## config.mk

```make
export PLATFORM = sky130hd
export DESIGN_NAME = fpcvt_decode
export DESIGN_NICKNAME = d
export VERILOG_FILES = /design/src/rtl/fpcvt_decode.sv
export SDC_FILE = /design/constraint.sdc
export NUM_CORES = 1
export LEC_CHECK = 0
export CAP_MARGIN = 20
export CORE_MARGIN = 5
export CORE_UTILIZATION = 30
export DETAILED_ROUTE_END_ITERATION = 8
export PLACE_DENSITY = 0.48
export SYNTH_ARGS = -nofsm -noshare
export SYNTH_HDL_FRONTEND = slang
export SYNTH_SLANG_ARGS = --single-unit
```

## constraint.sdc

```tcl
create_clock -name clk -period 4.7 [get_ports clk]
set_input_delay 0.94 -clock clk [delete_from_list [all_inputs] [get_ports clk]]
set_output_delay 0.94 -clock clk [all_outputs]
set_load 0.01 [all_outputs]
```

## src/rtl/fpcvt_decode.sv

```systemverilog
`default_nettype none
// ============================================================================
//  Module   : fpcvt_decode
//  Purpose  : Expands a compact float {S,E,F} into a D_W-bit two's-complement
//             value D = (S ? -1 : +1) * (F << E) using a serial shifter that
//             performs one left shift per clock. Input and output both use
//             valid/ready handshakes. Every output is registered.
//  Ports    : clk       - rising-edge clock
//             rst       - asynchronous, active-high reset
//             in_valid  - {S,E,F} valid
//             in_ready  - block can accept (high only while idle)
//             S         - sign, 1 = negative
//             E         - exponent / left-shift count
//             F         - unsigned significand
//             out_valid - D valid, held until taken
//             out_ready - downstream accepts D
//             D         - two's-complement result
//  Revision : 1.0 - initial release
// ============================================================================
module fpcvt_decode #(
  parameter int E_W = 3,
  parameter int F_W = 4,
  parameter int D_W = 12
) (
  input  logic           clk,
  input  logic           rst,
  input  logic           in_valid,
  output logic           in_ready,
  input  logic           S,
  input  logic [E_W-1:0] E,
  input  logic [F_W-1:0] F,
  output logic           out_valid,
  input  logic           out_ready,
  output logic [D_W-1:0] D
);

  // The result register must hold F shifted by the largest exponent, or the
  // top significand bits would fall off during the shift phase.
  if (D_W < F_W + (1 << E_W)) begin : g_param_check
    $error("fpcvt_decode: D_W must be >= F_W + 2**E_W");
  end

  typedef enum logic [1:0] {
    ST_IDLE  = 2'd0,
    ST_SHIFT = 2'd1,
    ST_SIGN  = 2'd2,
    ST_OUT   = 2'd3
  } state_t;

  state_t         state_q;
  logic [D_W-1:0] mag_q;
  logic [E_W-1:0] cnt_q;
  logic           sgn_q;
  logic           in_ready_q;
  logic           out_valid_q;
  logic [D_W-1:0] d_q;

  // Next-value helpers for the datapath registers.
  logic [D_W-1:0] mag_load_d;
  logic [D_W-1:0] mag_shl_d;
  logic [E_W-1:0] cnt_dec_d;
  logic [D_W-1:0] d_sign_d;

  assign mag_load_d = {{(D_W-F_W){1'b0}}, F};
  assign mag_shl_d  = mag_q << 1;
  assign cnt_dec_d  = cnt_q - 1'b1;
  // Negating zero gives zero again, so S=1/F=0 never yields a negative zero.
  assign d_sign_d   = sgn_q ? (~mag_q + 1'b1) : mag_q;

  always_ff @(posedge clk or posedge rst) begin
    if (rst) begin
      state_q     <= ST_IDLE;
      mag_q       <= '0;
      cnt_q       <= '0;
      sgn_q       <= 1'b0;
      in_ready_q  <= 1'b1;
      out_valid_q <= 1'b0;
      d_q         <= '0;
    end else begin
      case (state_q)
        ST_IDLE: begin
          if (in_valid) begin
            mag_q      <= mag_load_d;
            cnt_q      <= E;
            sgn_q      <= S;
            in_ready_q <= 1'b0;
            state_q    <= (E != '0) ? ST_SHIFT : ST_SIGN;
          end
        end
        ST_SHIFT: begin
          mag_q <= mag_shl_d;
          cnt_q <= cnt_dec_d;
          // cnt==1 means this edge performs the final shift.
          if (cnt_q == E_W'(1)) begin
            state_q <= ST_SIGN;
          end
        end
        ST_SIGN: begin
          d_q         <= d_sign_d;
          out_valid_q <= 1'b1;
          state_q     <= ST_OUT;
        end
        ST_OUT: begin
          if (out_ready) begin
            out_valid_q <= 1'b0;
            in_ready_q  <= 1'b1;
            state_q     <= ST_IDLE;
          end
        end
        default: begin
          state_q     <= ST_IDLE;
          in_ready_q  <= 1'b1;
          out_valid_q <= 1'b0;
        end
      endcase
    end
  end

  assign in_ready  = in_ready_q;
  assign out_valid = out_valid_q;
  assign D         = d_q;

endmodule
`default_nettype wire
```

==> results of run 1 <==
cell families after synthesis:
group / synth area share
XOR/XNOR: 0.00468
AO/OA/AOI/OAI: 0.206
buffers and inverters: 0.0622
multiplexers: 0.0288
adder cells (fa/ha/maj): 0.0468
flip-flops: 0.429
AND/OR/NAND/NOR: 0.223
power by group through the flow:
stage / logic, mW / clock network (mW) / registers (mW)
2_1_floorplan: 0.640 / 0 / 0.495
3_3_place_gp: 0.806 / 0 / 0.556
3_5_place_dp: 0.825 / 0 / 0.558
4_1_cts: 0.830 / 0.301 / 0.554
5_1_grt: 0.918 / 0.316 / 0.574
6_report: 0.824 / 0.292 / 0.554
synth_stat cells, drive strengths merged (2+ instances only):
master	n	area, µm²
o221ai	2	17.5
a21oi	17	85.1
nor3	3	20.0
nand2b	5	33.8
nand3	6	30.0
a31oi	3	18.8
or2	2	12.5
nand3b	8	60.1
dfrtp	31	776
nand4	5	31.3
a221oi	3	38.8
nor4b	2	32.5
a22o	8	70.1
o211ai	4	30.0
mux2i	2	20.0
inv	12	45.0
mux2	3	33.8
o21ai	4	23.8
a211o	3	26.3
nand2	5	18.8
nor2b	10	62.6
nor2	11	43.8
buf	11	67.6
a311o	2	20.0
nor4	3	33.8
ha	7	87.6
nor3b	2	15.0
per-layer routing:
layer / track usage / up-vias
li1: - / 726
met1: 0.169 / 722
met2: 0.198 / 32
met3: 0.0323 / 4
met4: 0.0447 / 0
met5: 0 / -
placed cells by master, fill, tap and decap left out, types with 5 or more instances in the layout:
cell,instances
nand3b_1,8
inv_1,11
a21oi_1,17
a22o_1,8
nand3_1,6
dfrtp_1,31
nor2_1,10
nand2_1,5
nor2b_1,10
clkdlybuf4s50_1,25
ha_1,7
nand4_1,5
clkbuf_8,7
sequential cells by signal, indices dropped and copies added (netlist names):
register	flops
state_q	2
cnt_q	3
D	12
sgn_q	1
in_ready	1
out_valid	1
mag_q	12
layout make-up:
type                       count  share of cell area
clock buffer                   7              0.0422
tap                           75              0.0411
timing repair buffer          27               0.116
inverter                      12              0.0197
multi-input combinational    130               0.417
sequential                    32               0.351
clock inverter                 1              0.0131
metrics by stage:
| step | std cells | cell area [µm²] | setup slack, ns | power, mW |
|---|---|---|---|---|
| 6_report | 284 | 2280 | 2.40 | 1.67 |
| 5_1_grt | 284 | 2280 | 2.35 | 1.81 |
| 4_1_cts | 284 | 2280 | 2.38 | 1.69 |
| 3_5_place_dp | 276 | 2160 | 2.19 | 1.38 |
| 3_3_place_gp | 276 | 2160 | 2.24 | 1.36 |
| 2_1_floorplan | 186 | 1870 | 2.97 | 1.13 |
worst max path at each step:
stage / endpoint / slack (ns) / cells past startpoint
2_1_floorplan: state_q[0] / 2.97 / 3
3_3_place_gp: mag_q[2] / 2.24 / 4
3_5_place_dp: mag_q[2] / 2.19 / 4
4_1_cts: in_ready / 2.38 / 1
5_1_grt: in_ready / 2.35 / 1
6_report: in_ready / 2.40 / 1
worst reg2reg max path, stage by stage (launching register included):
cell     delay (ns)
dfrtp_1        0.43
inv_1          0.11
ha_1           0.51
nor4b_1        0.46
nor2_1         0.09
mux2_2         0.28
==> impl_metrics.py, run 1 <==
metrics = {
    "floorplanning": {
        "io_pins": 26,
        "fp.coreArea_um2": 5990,
        "die_area_um2": 7910,
        "die_height_um": 89.0,
        "rows": 28,
        "die_w_um": 89.0,
        "initial_utilization": 0.312,
    },
    "logic_synthesis": {
        "synth_nets": 205,
        "synth_edf_count": 0,
        "synth.avg_cell_area_um2": 10.1,
        "yosysSeqAreaShare": 0.429,
        "syn_inst": 186,
        "netlist_area_um2": 1870,
        "ys_types": 48,
        "synthArstFlopShare": 1.00,
        "ys.flop_type": "dfrtp_1",
        "synth-seq-cells": 32,
        "synth_warnings": 0,
    },
    "grt": {
        "grt_pass1_wl_um": 7550,
        "grt_pass1_vias": 1498,
        "grt_max_degree": 33,
        "antenna_found_initial": 0,
        "globalRouteTotalUtil": 0.126,
        "overflow": 0,
    },
    "timing": {
        "rsz0062_at_grt": "false",
        "fmax_mhz": 435,
        "relSlewSlack": 0.434,
        "finalSetupTns_ns": 0,
        "clock_skew_ns": 0.0107,
        "finalMaxSlewViolations": 0,
        "worst_slew_pin_slew_ns": 0.848,
        "hold_viol_final": 0,
        "period_minus_slack_ns": 2.30,
        "hold_slack_ns": 0.511,
        "setup-violations-final": 0,
        "post-route-period-util": 0.489,
    },
    "worst_hold_path": {
        "worst_hold_path.num_cells": 2,
        "worstHoldEndpoint": "D[4]",
        "holdCritStartpoint": "D[4]",
        "worstHoldPathType": "flip-flop to flip-flop",
    },
    "route": {
        "m1WireLength_um": 2190,
        "first_pass_iters": 4,
        "drtIter0Drc": 79,
        "wl_met2_um": 2170,
        "drc": 0,
        "detail-route-antenna-nets": 0,
        "top_layer": "met4",
        "vias": 1484,
        "wl_met3_um": 186,
        "wl_per_cell_um": 16.2,
        "viasPerCell": 5.23,
        "routed_wl_um": 4590,
    },
    "clock_tree": {
        "postCtsHoldBufs": 0,
        "clk_pin_slew_ns": 0.07,
        "numCtsBuffers": 5,
        "h-tree-depth": 2,
        "cts.sinks": 32,
        "cts_resized": 0,
        "cts_buffer_depth": 2,
        "post_cts_buffers": 0,
        "clkLatencyLatePin_ns": 0.29,
        "root_buffer": "clkbuf_8",
        "tritoncts": "yes",
    },
    "power_and_ir_drop": {
        "p_clk_frac": 0.175,
        "p_int_mw": 0.981,
        "max-vdd-ir-drop_mv": 0.308,
        "leakage_nw": 0.939,
        "power_frac_seq": 0.332,
        "power_switching_mw": 0.690,
        "swShare": 0.413,
        "p_comb_frac": 0.493,
        "p_per_area_nw_per_um2": 731,
    },
    "final_layout": {
        "final_nets": 227,
        "utilization": 0.381,
        "fillers": 587,
        "regArea_um2": 802,
        "diodes": 0,
        "multi_input_area_um2": 952,
        "drive_gt1_frac": 0.129,
        "area_growth_pct": 22.1,
    },
    "critical_path": {
        "crit_path_max_incr_delay_ns": 0.54,
        "reg2reg_depth": 5,
        "crit_required_ns": 3.76,
        "crit_start": "in_ready",
        "cp_top_family": "flip-flops",
        "ff2ff_setup_slack_ns": 2.71,
        "cp_slowest_cell": "dfstp_2",
        "crit_fanout": 3,
        "end_kind": "primary output",
        "r2r_end": "state_q[0]",
        "reg2reg_from": "state_q[0]",
        "crit_chain": "clkdlybuf4s50_1",
        "worstSetupPathType": "flip-flop to primary output",
        "critPathLaunchType": "flip-flop",
        "path_buf_inv": 1,
        "worstPathArrival_ns": 1.36,
    },
    "placed_design": {
        "hpwl_um": 3270,
        "portBuffers": 25,
        "gp_congestion": 0.795,
    },
    "outcome": {
        "status": "finished clean",
    },
    "flow_run": {
        "drv_cap": 0,
    },
}
(Power assumes the default switching activity.)
==> inputs of run 2 (changes only) <==
--- a/config.mk
+++ b/config.mk
@@ -9,7 +9,7 @@
 export CORE_MARGIN = 5
 export CORE_UTILIZATION = 30
 export DETAILED_ROUTE_END_ITERATION = 8
-export PLACE_DENSITY = 0.48
+export PLACE_DENSITY = 0.5
 export SYNTH_ARGS = -nofsm -noshare
 export SYNTH_HDL_FRONTEND = slang
 export SYNTH_SLANG_ARGS = --single-unit
==> constraint.sdc (replaced) <==
create_clock -name clk -period 1.9 [get_ports clk]
set_input_delay 0.38 -clock clk [delete_from_list [all_inputs] [get_ports clk]]
set_output_delay 0.38 -clock clk [all_outputs]
set_load 0.01 [all_outputs]
==> run 2 against run 1 <==
Routed wire length shrank 4.7%. Combinational power rose to 2.5 times the previous value. Count of clock-buffer cells in the layout unchanged. Worst hold slack got worse by 0.029 ns. Critical path depth unchanged. Sequential share of layout area fell by 0.42 points. Cell area increased by 1.2%.
==> impl_metrics.py, run 2 (synthesized netlist as in run 1, its figures left out) <==
metrics = {
    "outcome": {
        "status": "finished clean",
    },
    "floorplanning": {
        "fp.coreArea_um2": 5990,
        "initial_utilization": 0.312,
        "die_area_um2": 7910,
        "rows": 28,
        "io_pins": 26,
        "die_w_um": 89.0,
        "die_height_um": 89.0,
    },
    "placed_design": {
        "hpwl_um": 3090,
        "placed_area_um2": 2210,
        "portBuffers": 25,
        "gp_congestion": 0.726,
    },
    "clock_tree": {
        "h-tree-depth": 2,
        "clkLatencyLatePin_ns": 0.29,
        "root_buffer": "clkbuf_8",
        "tritoncts": "yes",
        "numCtsBuffers": 5,
        "post_cts_buffers": 0,
        "clk_pin_slew_ns": 0.08,
        "cts.sinks": 32,
        "cts_buffer_depth": 2,
    },
    "timing": {
        "post-route-period-util": 0.913,
        "clock_skew_ns": 0.0165,
        "rsz0062_at_grt": "false",
        "finalSetupTns_ns": 0,
        "setup-violations-final": 0,
        "hold_slack_ns": 0.482,
        "period_minus_slack_ns": 1.74,
        "fmax_mhz": 576,
        "worst_slew_pin_slew_ns": 0.485,
        "relSlewSlack": 0.675,
        "hold_viol_final": 0,
        "finalMaxSlewViolations": 0,
    },
    "critical_path": {
        "worstSetupPathType": "flip-flop to primary output",
        "crit_required_ns": 1.52,
        "path_buf_inv": 1,
        "reg2reg_depth": 6,
        "crit_chain": "clkdlybuf4s50_1",
        "end_kind": "primary output",
        "worstPathArrival_ns": 1.36,
        "critPathLaunchType": "flip-flop",
        "ff2ff_setup_slack_ns": 0.22,
        "crit_path_max_incr_delay_ns": 0.54,
        "reg2reg_from": "state_q[0]",
        "r2r_end": "state_q[0]",
        "cp_top_family": "flip-flops",
        "cp_slowest_cell": "dfstp_2",
        "crit_fanout": 3,
    },
    "grt": {
        "grt_pass1_vias": 1494,
        "grt_pass1_wl_um": 7650,
        "overflow": 0,
        "globalRouteTotalUtil": 0.127,
        "grt_max_degree": 33,
        "antenna_found_initial": 0,
    },
    "power_and_ir_drop": {
        "p_per_area_nw_per_um2": 1740,
        "leakage_nw": 0.953,
        "max-vdd-ir-drop_mv": 0.692,
    },
    "route": {
        "routed_wl_um": 4380,
        "first_pass_iters": 4,
        "wl_per_cell_um": 15.0,
        "drc": 0,
        "detail-route-antenna-nets": 0,
        "drtIter0Drc": 87,
        "viasPerCell": 5.00,
        "vias": 1456,
    },
    "flow_run": {
        "drv_cap": 0,
    },
    "final_layout": {
        "final_cell_mix": "dfrtp_1 (31), clkdlybuf4s50_1 (25), a21oi_1 (17), inv_1 (11)",
        "fillers": 600,
        "multi_input_area_um2": 960,
        "layout_commonest_cell": "dfrtp_1",
        "regArea_um2": 802,
        "fin_area_um2": 2310,
        "final_nets": 234,
        "drive_gt1_frac": 0.157,
        "area_growth_pct": 23.6,
        "diodes": 0,
    },
    "worst_hold_path": {
        "worstHoldPathType": "input port to asynchronous set/reset pin",
    },
}
## run 2: final cells by class
class	instances	share of cell area
inverter	12	0.0195
timing repair buffer	34	0.137
clock inverter	1	0.00325
sequential	32	0.347
clock buffer	7	0.0373
multi-input combinational	130	0.415
tap	75	0.0406
## run 2: report_power, final
group | internal [mW] | switching, mW
registers | 0.984 | 0.371
clock network | 0.295 | 0.264
logic | 1.06 | 1.04
## run 2: how the worst max path moves through the flow
| stage | startpoint | endpoint | slack (ns) | cells past startpoint |
|---|---|---|---|---|
| CTS | state_q[0] | mag_q[2] | 0.11 | 5 |
| global route | state_q[0] | state_q[0] | 0.05 | 5 |
| floorplan | state_q[0] | state_q[0] | 0.42 | 5 |
| global placement | in_valid | mag_q[2] | 0.04 | 4 |
| detailed placement | in_valid | mag_q[2] | 0.03 | 4 |
| finish | in_ready | in_ready | 0.16 | 1 |
## run 2: per-layer routing
layer	track usage	up-vias	part of all wire
li1	-	747	-
met3	0.0341	2	0.035
met1	0.176	688	0.50
met5	0	-	0
met2	0.188	19	0.46
met4	0.0528	0	0.010
## run 2: timing repair
| item | 4_1_cts | 5_1_grt |
|---|---|---|
| setup endpoints to repair | 0 | 12 |
| gates resized for setup | 0 | 2 |
| hold buffers | 0 | 0 |
## run 2: stage by stage
stage | utilization | power [mW] | instances | worst slack, ns
floorplan | - | 2.81 | 186 | 0.424
global placement | 0.369 | 3.48 | 283 | 0.0408
global route | 0.386 | 4.42 | 291 | 0.0538
finish | 0.386 | 4.02 | 291 | 0.165
CTS | 0.385 | 4.06 | 291 | 0.109
detailed placement | 0.369 | 3.48 | 283 | 0.0339
==> inputs of run 3 (changes only) <==
--- a/config.mk
+++ b/config.mk
@@ -10,6 +10,7 @@
 export CORE_UTILIZATION = 30
 export DETAILED_ROUTE_END_ITERATION = 8
 export PLACE_DENSITY = 0.5
+export REMOVE_ABC_BUFFERS = 1
 export SYNTH_ARGS = -nofsm -noshare
 export SYNTH_HDL_FRONTEND = slang
 export SYNTH_SLANG_ARGS = --single-unit
==> run 3 against run 2 <==
Cell count unchanged. Critical endpoint unchanged. Register-to-register slack got worse by 0.04 ns. Sequential power barely moved. Via count grew 1.2%. Routed wire length down 1.6%. Count of clock-buffer cells in the layout up 1. Flip-flop and latch count stayed put. Utilization is 0.19 points lower. Maximum frequency down 0.20%. Largest power group unchanged.
==> impl_metrics.py, run 3 (synthesized netlist as in run 1, its figures left out) <==
metrics = {
    "timing": {
        "finalSetupTns_ns": 0,
        "clock_skew_ns": 0.00316,
        "post-route-period-util": 0.915,
        "rsz0062_at_grt": "false",
        "worst_slew_pin_slew_ns": 0.558,
        "fmax_mhz": 575,
        "relSlewSlack": 0.628,
        "finalMaxSlewViolations": 0,
        "setup-violations-final": 0,
        "period_minus_slack_ns": 1.74,
        "hold_viol_final": 0,
    },
    "route": {
        "first_pass_iters": 4,
        "detail-route-antenna-nets": 0,
        "top_layer": "met4",
        "wl_met2_um": 2050,
        "routed_wl_um": 4310,
        "m1WireLength_um": 2040,
        "vias": 1473,
        "wl_met3_um": 190,
        "wl_per_cell_um": 14.8,
        "drc": 0,
        "viasPerCell": 5.06,
        "drtIter0Drc": 66,
    },
    "clock_tree": {
        "cts_buffer_depth": 2,
        "clk_pin_slew_ns": 0.07,
        "tritoncts": "yes",
        "numCtsBuffers": 5,
        "h-tree-depth": 2,
        "clkLatencyLatePin_ns": 0.28,
        "post_cts_buffers": 0,
        "cts_resized": 0,
        "postCtsHoldBufs": 0,
        "cts.sinks": 32,
        "root_buffer": "clkbuf_8",
    },
    "floorplanning": {
        "die_height_um": 89.0,
        "rows": 28,
        "fp.coreArea_um2": 5990,
        "initial_utilization": 0.312,
        "io_pins": 26,
        "die_area_um2": 7910,
        "die_w_um": 89.0,
    },
    "final_layout": {
        "fin_area_um2": 2300,
        "final_cells": 291,
        "drive_gt1_frac": 0.148,
        "final_nets": 234,
        "fillers": 574,
        "final_cell_mix": "dfrtp_1 (31), clkdlybuf4s50_1 (25), a21oi_1 (17), inv_1 (11)",
        "area_growth_pct": 23.0,
        "multi_input_area_um2": 952,
        "layout_commonest_cell": "dfrtp_1",
        "diodes": 0,
        "regArea_um2": 802,
    },
    "grt": {
        "grt_pass1_vias": 1445,
        "grt_max_degree": 33,
        "grt_pass1_wl_um": 7300,
        "overflow": 0,
        "globalRouteTotalUtil": 0.122,
        "antenna_found_initial": 0,
    },
    "worst_hold_path": {
        "worstHoldPathType": "input port to asynchronous set/reset pin",
    },
    "power_and_ir_drop": {
        "p_per_area_nw_per_um2": 1730,
        "leakage_nw": 0.954,
        "max-vdd-ir-drop_mv": 0.721,
    },
    "outcome": {
        "status": "finished clean",
    },
    "critical_path": {
        "critPathLaunchType": "flip-flop",
        "path_buf_inv": 1,
        "worstSetupPathType": "flip-flop to primary output",
        "cp_slowest_cell": "dfstp_2",
        "crit_path_max_incr_delay_ns": 0.54,
        "worstPathArrival_ns": 1.36,
        "crit_required_ns": 1.52,
        "crit_chain": "clkdlybuf4s50_1",
        "cp_top_family": "flip-flops",
        "crit_fanout": 3,
        "end_kind": "primary output",
    },
    "placed_design": {
        "gp_congestion": 0.735,
        "portBuffers": 25,
        "placed_area_um2": 2210,
        "dp.cells": 283,
        "hpwl_um": 3100,
    },
    "flow_run": {
        "drv_cap": 0,
    },
}
[run 3: cell type report]
| class | count | area share |
|---|---|---|
| Multi-Input combinational cell | 130 | 0.414 |
| Sequential cell | 32 | 0.349 |
| Timing Repair Buffer | 34 | 0.138 |
| Tap cell | 75 | 0.0408 |
| Clock buffer | 8 | 0.0392 |
| Inverter | 12 | 0.0196 |
[run 3: path summary, 6_finish.rpt]
check                      endpoint  cells past startpoint  startpoint  slack, ns
min reg2reg                    D[0]                      1        D[0]       0.53
max                        in_ready                      1    in_ready       0.16
max reg2reg                mag_q[2]                      5  state_q[0]       0.18
max in group asynchronous  in_ready                      3         rst       1.09
min in group clk               D[0]                      1        D[0]       0.53
min                        cnt_q[0]                      3         rst       0.48
[run 3: where the power goes]
| part | internal [mW] | total [mW] | switching [mW] | leakage [nW] |
|---|---|---|---|---|
| Clock | 0.295 | 0.540 | 0.245 | 0.0455 |
| Combinational | 1.05 | 2.12 | 1.07 | 0.513 |
| Sequential | 0.985 | 1.33 | 0.346 | 0.396 |
| Total | 2.33 | 3.99 | 1.66 | 0.954 |
[run 3: layer usage]
layer	up-vias	global-route usage
met2	25	0.192
li1	748	-
met3	2	0.0424
met5	-	0
met1	698	0.160
met4	0	0.0338
[run 3: through the flow]
step / hold WS (ns) / setup slack, ns / util / power [mW]
after CTS: 0.497 / 0.142 / 0.384 / 4.04
after global placement: 0.499 / 0.0384 / 0.369 / 3.48
after floorplan: 0.471 / 0.0267 / - / 2.69
final: 0.481 / 0.161 / 0.384 / 3.99
after global routing: 0.547 / 0.0496 / 0.384 / 4.34
after detailed placement: 0.515 / 0.0261 / 0.369 / 3.49
